==> src/rtl/stream_demux_1_to_n.sv <==
// 1-to-N stream demultiplexer with packet lock and a one-beat registered slot per lane.
// Beats with a route outside the lane range are accepted, discarded and counted.
module stream_demux_1_to_n #(
  parameter int unsigned N_OUT  = 2,
  parameter int unsigned SEL_W  = 1,
  parameter int unsigned DATA_W = 8
) (
  input  logic                    clk,
  input  logic                    reset,
  input  logic [SEL_W-1:0]        sel,
  input  logic [DATA_W-1:0]       in_data,
  input  logic                    in_last,
  input  logic                    in_valid,
  output logic                    in_ready,
  output logic [N_OUT*DATA_W-1:0] out_data,
  output logic [N_OUT-1:0]        out_last,
  output logic [N_OUT-1:0]        out_valid,
  input  logic [N_OUT-1:0]        out_ready,
  output logic                    locked,
  output logic [7:0]              drop_count
);

  localparam int unsigned CNT_W = 8;

  typedef enum logic {
    ST_IDLE   = 1'b0,
    ST_LOCKED = 1'b1
  } state_e;

  state_e                    state_q, state_d;
  logic [SEL_W-1:0]          lock_sel_q, lock_sel_d;
  logic [N_OUT-1:0]          valid_q, valid_d;
  logic [N_OUT-1:0]          last_q, last_d;
  logic [N_OUT*DATA_W-1:0]   data_q, data_d;
  logic [CNT_W-1:0]          drop_q, drop_d;

  logic [SEL_W-1:0]          route_c;
  logic [N_OUT-1:0]          hit_c;
  logic                      route_ok_c;
  logic                      accept_c;

  // Route decode: one-hot lane hit; no hit means the route is out of range.
  always_comb begin
    route_c = (state_q == ST_LOCKED) ? lock_sel_q : sel;
    hit_c   = '0;
    for (int unsigned k = 0; k < N_OUT; k++) begin
      if (32'(route_c) == k) hit_c[k] = 1'b1;
    end
    route_ok_c = |hit_c;
    in_ready   = ~route_ok_c | (|(hit_c & (~valid_q | out_ready)));
    accept_c   = in_valid & in_ready;
  end

  // Packet lock FSM: route latched on the first beat, released on in_last.
  always_comb begin
    state_d    = state_q;
    lock_sel_d = lock_sel_q;
    if (accept_c) begin
      case (state_q)
        ST_IDLE: begin
          if (!in_last) begin
            state_d    = ST_LOCKED;
            lock_sel_d = sel;
          end
        end
        ST_LOCKED: begin
          if (in_last) state_d = ST_IDLE;
        end
        default: state_d = ST_IDLE;
      endcase
    end
  end

  // Lane slots: a fill wins over a drain so a full lane streams at one beat per clock.
  always_comb begin
    valid_d = valid_q;
    last_d  = last_q;
    data_d  = data_q;
    for (int unsigned k = 0; k < N_OUT; k++) begin
      if (accept_c && hit_c[k]) begin
        valid_d[k]                   = 1'b1;
        last_d[k]                    = in_last;
        data_d[k*DATA_W +: DATA_W]   = in_data;
      end else if (valid_q[k] && out_ready[k]) begin
        valid_d[k] = 1'b0;
      end
    end
  end

  // Saturating drop counter for out-of-range beats.
  always_comb begin
    drop_d = drop_q;
    if (accept_c && !route_ok_c && (drop_q != {CNT_W{1'b1}})) begin
      drop_d = drop_q + CNT_W'(1);
    end
  end

  always_ff @(posedge clk) begin
    if (reset) begin
      state_q    <= ST_IDLE;
      lock_sel_q <= '0;
      valid_q    <= '0;
      last_q     <= '0;
      data_q     <= '0;
      drop_q     <= '0;
    end else begin
      state_q    <= state_d;
      lock_sel_q <= lock_sel_d;
      valid_q    <= valid_d;
      last_q     <= last_d;
      data_q     <= data_d;
      drop_q     <= drop_d;
    end
  end

  assign out_valid  = valid_q;
  assign out_last   = last_q;
  assign out_data   = data_q;
  assign locked     = (state_q == ST_LOCKED);
  assign drop_count = drop_q;

endmodule

==> config.mk <==
export PLATFORM = sky130hd
export DESIGN_NAME = stream_demux_1_to_n
export DESIGN_NICKNAME = d
export VERILOG_FILES = /design/src/rtl/stream_demux_1_to_n.sv
export SDC_FILE = /design/constraint.sdc
export NUM_CORES = 1
export LEC_CHECK = 0
export BUFFER_PORTS_ARGS = -buffer_cell sky130_fd_sc_hd__buf_4
export CAP_MARGIN = 20
export CORE_MARGIN = 3
export CORE_UTILIZATION = 44
export DETAILED_ROUTE_END_ITERATION = 8
export GPL_ROUTABILITY_DRIVEN = 0
export PLACE_DENSITY = 0.88
export SLEW_MARGIN = 20
export SYNTH_ARGS = -nofsm -noshare
export SYNTH_HDL_FRONTEND = slang
export SYNTH_SLANG_ARGS = --single-unit
==> constraint.sdc <==
create_clock -name clk -period 1.8 [get_ports clk]
set_input_delay 0.36 -clock clk [delete_from_list [all_inputs] [get_ports clk]]
set_output_delay 0.36 -clock clk [all_outputs]
set_load 0.01 [all_outputs]
-- Word-level counts from Yosys, hierarchy flattened
Index checks and enable logic that the tools add are counted.
- register bits: 30
- latch bits: 0
- bits in writable memories: 0
- memory bits (read-only): 0
- output and inout port bits: 30
- logic and storage cells: 39
- memories kept: 0
- add/subtract/negate cells: 1
- multipliers: 0
- div/mod/pow operators: 0
- $lt $le $gt $ge: 0
- eq/ne operators: 1
- shift-type cells: 0
- multiplexer cells: 8
- bitwise operators: 8
- reduce and logical (&&, ||, !) cells: 12
- operators by type and width (cell ; count):
    $add A8 B1 Y8 const B ; 1
    $mux W1 ; 8
    $ne A8 B8 Y1 const B ; 1
    $logic_and A1 B1 Y1 ; 6
    $reduce_bool A2 Y1 ; 2
    $reduce_or A2 Y1 ; 2
    $not A1 Y1 ; 3
    $reduce_and A3 Y1 ; 1
    $and A2 B2 Y2 ; 1
    $not A2 Y2 ; 1
    $or A2 B2 Y2 ; 1
    $and A1 B1 Y1 ; 1
    $logic_not A1 Y1 ; 1
    $or A1 B1 Y1 ; 1

-- Logic depth before layout (Yosys ltp)
- depth after elaboration: 8
- depth in mapped cells: 5
- gate-level depth less buffers: 4

-- Least setup slack after synthesis
OpenSTA, ideal clock, no wires.
- path type: register to output
- from: register state_q (netlist: locked)
- to: output in_ready
- arrival: 1.110 ns
- required time: 1.440 ns
- slack: 0.330 ns
- stages on the path, launching flop included: 3
- path through: dfxtp_1 > mux2i_2 > mux2_2
- cells in the longest elaborated chain, start to end: 5
- RTL lines (element ; line ; text):
    start: declaration ; 30 ; state_e state_q, state_d;
    start signal: assignment ; 107 ; state_q <= state_d;
    $mux W1 (*) ; 44 ; route_c = (state_q == ST_LOCKED) ? lock_sel_q : sel;
    $mux W1 ; 47 ; if (32'(route_c) == k) hit_c[k] = 1'b1;
    $and A2 B2 Y2 or $reduce_or A2 Y1 (tied branches) ; 50, 49 ;
    $reduce_or A2 Y1 or $not A1 Y1 (tied branches) ; 50 ; in_ready = ~route_ok_c | (|(hit_c & (~valid_q | out_ready)));
    $or A1 B1 Y1 (*) ; 50 ;
    end: declaration ; 14 ; output logic in_ready,
Mark *: on every way between the ends. The rest lies on a longest branch, timed or not.

-- Worst setup path in the final report
Ends and elaborated chain as after synthesis.

==> results <==
- The floorplan step set the die width to 51.7 µm.
- The number of placed instances, taps included is 143.
- The global-route wire length before repair is 2.88 mm.
- STA classifies the critical path startpoint as a flop.
- The detailed-route vias per instance is between 4 and 5.
- Counting every instance in the synthesized netlist gives 86.
- The data required time of the worst path is roughly 1.4 ns.
- The remaining routing DRC violations is 0.
- After the last flow step, the layout net total stands at 139.
- The later-pin clock latency in the skew report is about 0.30 ns.
- Across the run, the number of max-cap violations was 0.
- The worst flop-to-flop path endpoint is lock_sel_q.
- Clock-pin slew was measured on the worst setup and hold paths at between 0.1 and 0.15 ns.
- The initial antenna violation count came to 0.
- The register area share after synthesis is 48.0%.
- In this run the worst path has a maximum fanout of 3.
- A synthesized cell averages 10.7 µm².
- The number of sinks handled by clock tree synthesis is 22.
- The floorplan has 15 rows.
- The count of pins on the block boundary is 45.
- By area the synthesized netlist is led by sky130_fd_sc_hd__dfxtp_1, sky130_fd_sc_hd__mux2i_1, sky130_fd_sc_hd__nor2_1.
- The antenna cell count is 0.
- The hold violation total from the final report is 0.
- Summing all placed instances gives a cell area of ~0.0012 mm².
- The share of synthesized area in the top cell type comes to 48.0%.
- The startpoint of the worst hold path is in_data[5].
- The filler cells instantiated in the layout total 152.
- The flow ran to the end, and the final reports show no timing, DRC or antenna violations.
- No sink is reached through more buffers than the 2 on the longest clock path.
- Counting flops and latches in the post-synthesis netlist gives 22.
- The clock tree from TritonCTS is built.
- In this run the register-to-register setup slack is 0.32 ns.
- Port buffering added 36 buffers.
- The pin count of the biggest net entering global routing is 24.
- The power per standard cell area is 808 mW/mm².
- The final design area excluding fillers is around 0.0012 mm².
- The total routing resource utilization after global routing is between 10 and 15%.
- The number of global-route vias before repair is 682.
- The area inside the core boundary is 0.00184 mm².
- The path with the worst hold slack has its endpoint at out_data[13].
- By startpoint and endpoint, the worst setup path is classified as flop to primary output.
- The die outline height is 51.7 µm.
- The worst setup path is captured at a primary output.
- The detailed router finished its first iteration with 14 violations.
- The share of post-route cells with drive strength above 1 is roughly 40%.
- On the final layout, the worst clock skew is 0.00168 ns.
- During synthesis, Yosys emitted a total of 0 warnings.
- The HPWL after detailed placement is 1.40 mm.
- Summed over all instances, the cell type with the most area after synthesis is sky130_fd_sc_hd__dfxtp_1.
- The number of pins with negative max-slew slack in the final report is 0.
- The largest vdd supply drop is 712 µV.
- The total congestion overflow is 0.
- Measured in cells, the most critical reg-to-reg path has a length of 4.
- The area growth from synthesis to layout is 33.2%.
- After synthesis, the netlist uses 18 different library cells.
- The critical register-to-register path startpoint is locked.
- The critical path arrival is 1.39 ns.
- Setup repair after global routing could not meet its margin everywhere.
- After detailed routing, the total wire length is ~1.9 mm.
- After the flow finishes, the layout carries non-filler instances totaling between 100 and 150.
- The root buffer cell chosen for the clock tree is sky130_fd_sc_hd__clkbuf_4.
- Clock tree synthesis inserted a total of 3 buffers.
- The floorplan step defined a die boundary enclosing 0.00267 mm².
- The count of vias placed by the detailed router is 707.
- The mean routed wirelength per cell is 12.6 µm.
- The post-detailed-route count of antenna-violating nets is 0.
- Counting instances, the worst hold path has a depth of 3.
- Dividing the final minimum period by the clock period gives a little over nine tenths.
- The number of iterations in the first detailed-routing pass is 4.
- For this design the static power due to leakage is 0.650 nW.
- Setup violations remaining at the end of the flow were counted as 0.
- The worst min-delay path category is primary input to flop.
- The total number of H-tree levels is 1.
- The clock period minus worst slack is 1.75 ns.
- In this run the cell area of the synthesized design comes to about 920 µm².
- The initial standard-cell utilization of the core is 49.9%.
- The maximum operating frequency is 570 MHz.
-- placed cells by master (no fill, tap or decap), types with 3 or more instances in the layout --
master,Yosys,final
sky130_fd_sc_hd__a21oi_1,3,3
sky130_fd_sc_hd__buf_4,8,37
sky130_fd_sc_hd__clkbuf_4,0,3
sky130_fd_sc_hd__conb_1,1,8
sky130_fd_sc_hd__dfxtp_1,22,21
sky130_fd_sc_hd__mux2i_1,19,19
sky130_fd_sc_hd__nand2b_1,3,3
sky130_fd_sc_hd__nor2_1,18,18
-- synth_stat cells --
library cell and instances:
sky130_fd_sc_hd__a211oi_2 1, sky130_fd_sc_hd__a21o_2 1, sky130_fd_sc_hd__a21oi_1 3, sky130_fd_sc_hd__buf_4 8, sky130_fd_sc_hd__buf_6 1, sky130_fd_sc_hd__buf_8 1
sky130_fd_sc_hd__clkbuf_1 2, sky130_fd_sc_hd__conb_1 1, sky130_fd_sc_hd__dfxtp_1 22, sky130_fd_sc_hd__mux2_2 1, sky130_fd_sc_hd__mux2i_1 19, sky130_fd_sc_hd__mux2i_2 1
sky130_fd_sc_hd__nand2b_1 3, sky130_fd_sc_hd__nand3_1 1, sky130_fd_sc_hd__nand3_2 1, sky130_fd_sc_hd__nand3b_4 1, sky130_fd_sc_hd__nor2_1 18, sky130_fd_sc_hd__or2b_1 1
-- cell families after synthesis --
logic type,count (synthesis),synth area share [%]
buffers and inverters,12,10.2
AND/OR/NAND/NOR,25,14.0
flip-flops,22,48.0
AO/OA/AOI/OAI,5,3.95
other,1,0.408
multiplexers,21,23.4
-- worst max-delay path, stage by stage, from the launching register on --
cell and delay, ns:
sky130_fd_sc_hd__dfxtp_4 0.38, sky130_fd_sc_hd__mux2i_4 0.27, sky130_fd_sc_hd__mux2_4 0.32, sky130_fd_sc_hd__buf_6 0.12
-- area by class of cell --
type,count,area (µm²),area share [%]
tap,25,31.3,2.56
timing repair buffer,38,289,23.6
sequential,22,444,36.3
multi-input combinational,59,423,34.6
clock buffer,4,36.3,2.97
-- state kept, by name, summed over array words and instances (netlist names) --
name and count:
locked 1, out_last 2, out_data 16, lock_sel_q 1, out_valid 2
-- per-stage QoR --
stage | hold WS, ns | setup TNS, ns | util, % | setup WS (ns) | power (mW)
2_1_floorplan | 0.429 | 0 | - | 0.330 | 0.665
3_3_place_gp | 0.476 | 0 | 63.1 | 0.256 | 0.726
3_5_place_dp | 0.491 | 0 | 63.1 | 0.235 | 0.734
4_1_cts | 0.293 | 0 | 66.1 | 0.00233 | 1.00
5_1_grt | 0.295 | -0.0248 | 66.5 | -0.0248 | 1.04
6_report | 0.298 | 0 | 66.5 | 0.0453 | 0.989
-- power by group --
group / internal [mW] / leakage (nW) / total, mW / switching (mW)
clock network: 0.123 / 0.0210 / 0.259 / 0.136
registers: 0.516 / 0.181 / 0.533 / 0.0172
logic: 0.104 / 0.448 / 0.197 / 0.0928
total: 0.743 / 0.650 / 0.989 / 0.246
-- worst max-delay path by stage --
stage,start,cells past startpoint,slack (ns),endpoint
after floorplan,locked,2,0.33,in_ready
after global placement,sel,4,0.26,in_ready
after detailed placement,locked,3,0.24,in_ready
after CTS,locked,3,0.002,in_ready
after global routing,locked,3,-0.02,in_ready
final,locked,3,0.05,in_ready
-- per-layer routing --
layer / part of all wire (%) / global-route usage, % / up-vias
li1: - / - / 346
met1: 39 / 15.1 / 324
met2: 50 / 26.9 / 35
met3: 9.9 / 6.30 / 2
met4: 0.70 / 3.93 / 0
met5: 0 / 0 / -
-- what timing repair did --
action / CTS / global route
hold buffers: 0 / 0
buffers inserted: 1 / 0
endpoints found under the setup margin: 1 / 1
resized for setup: 3 / 2
(Power assumes the default switching activity.)
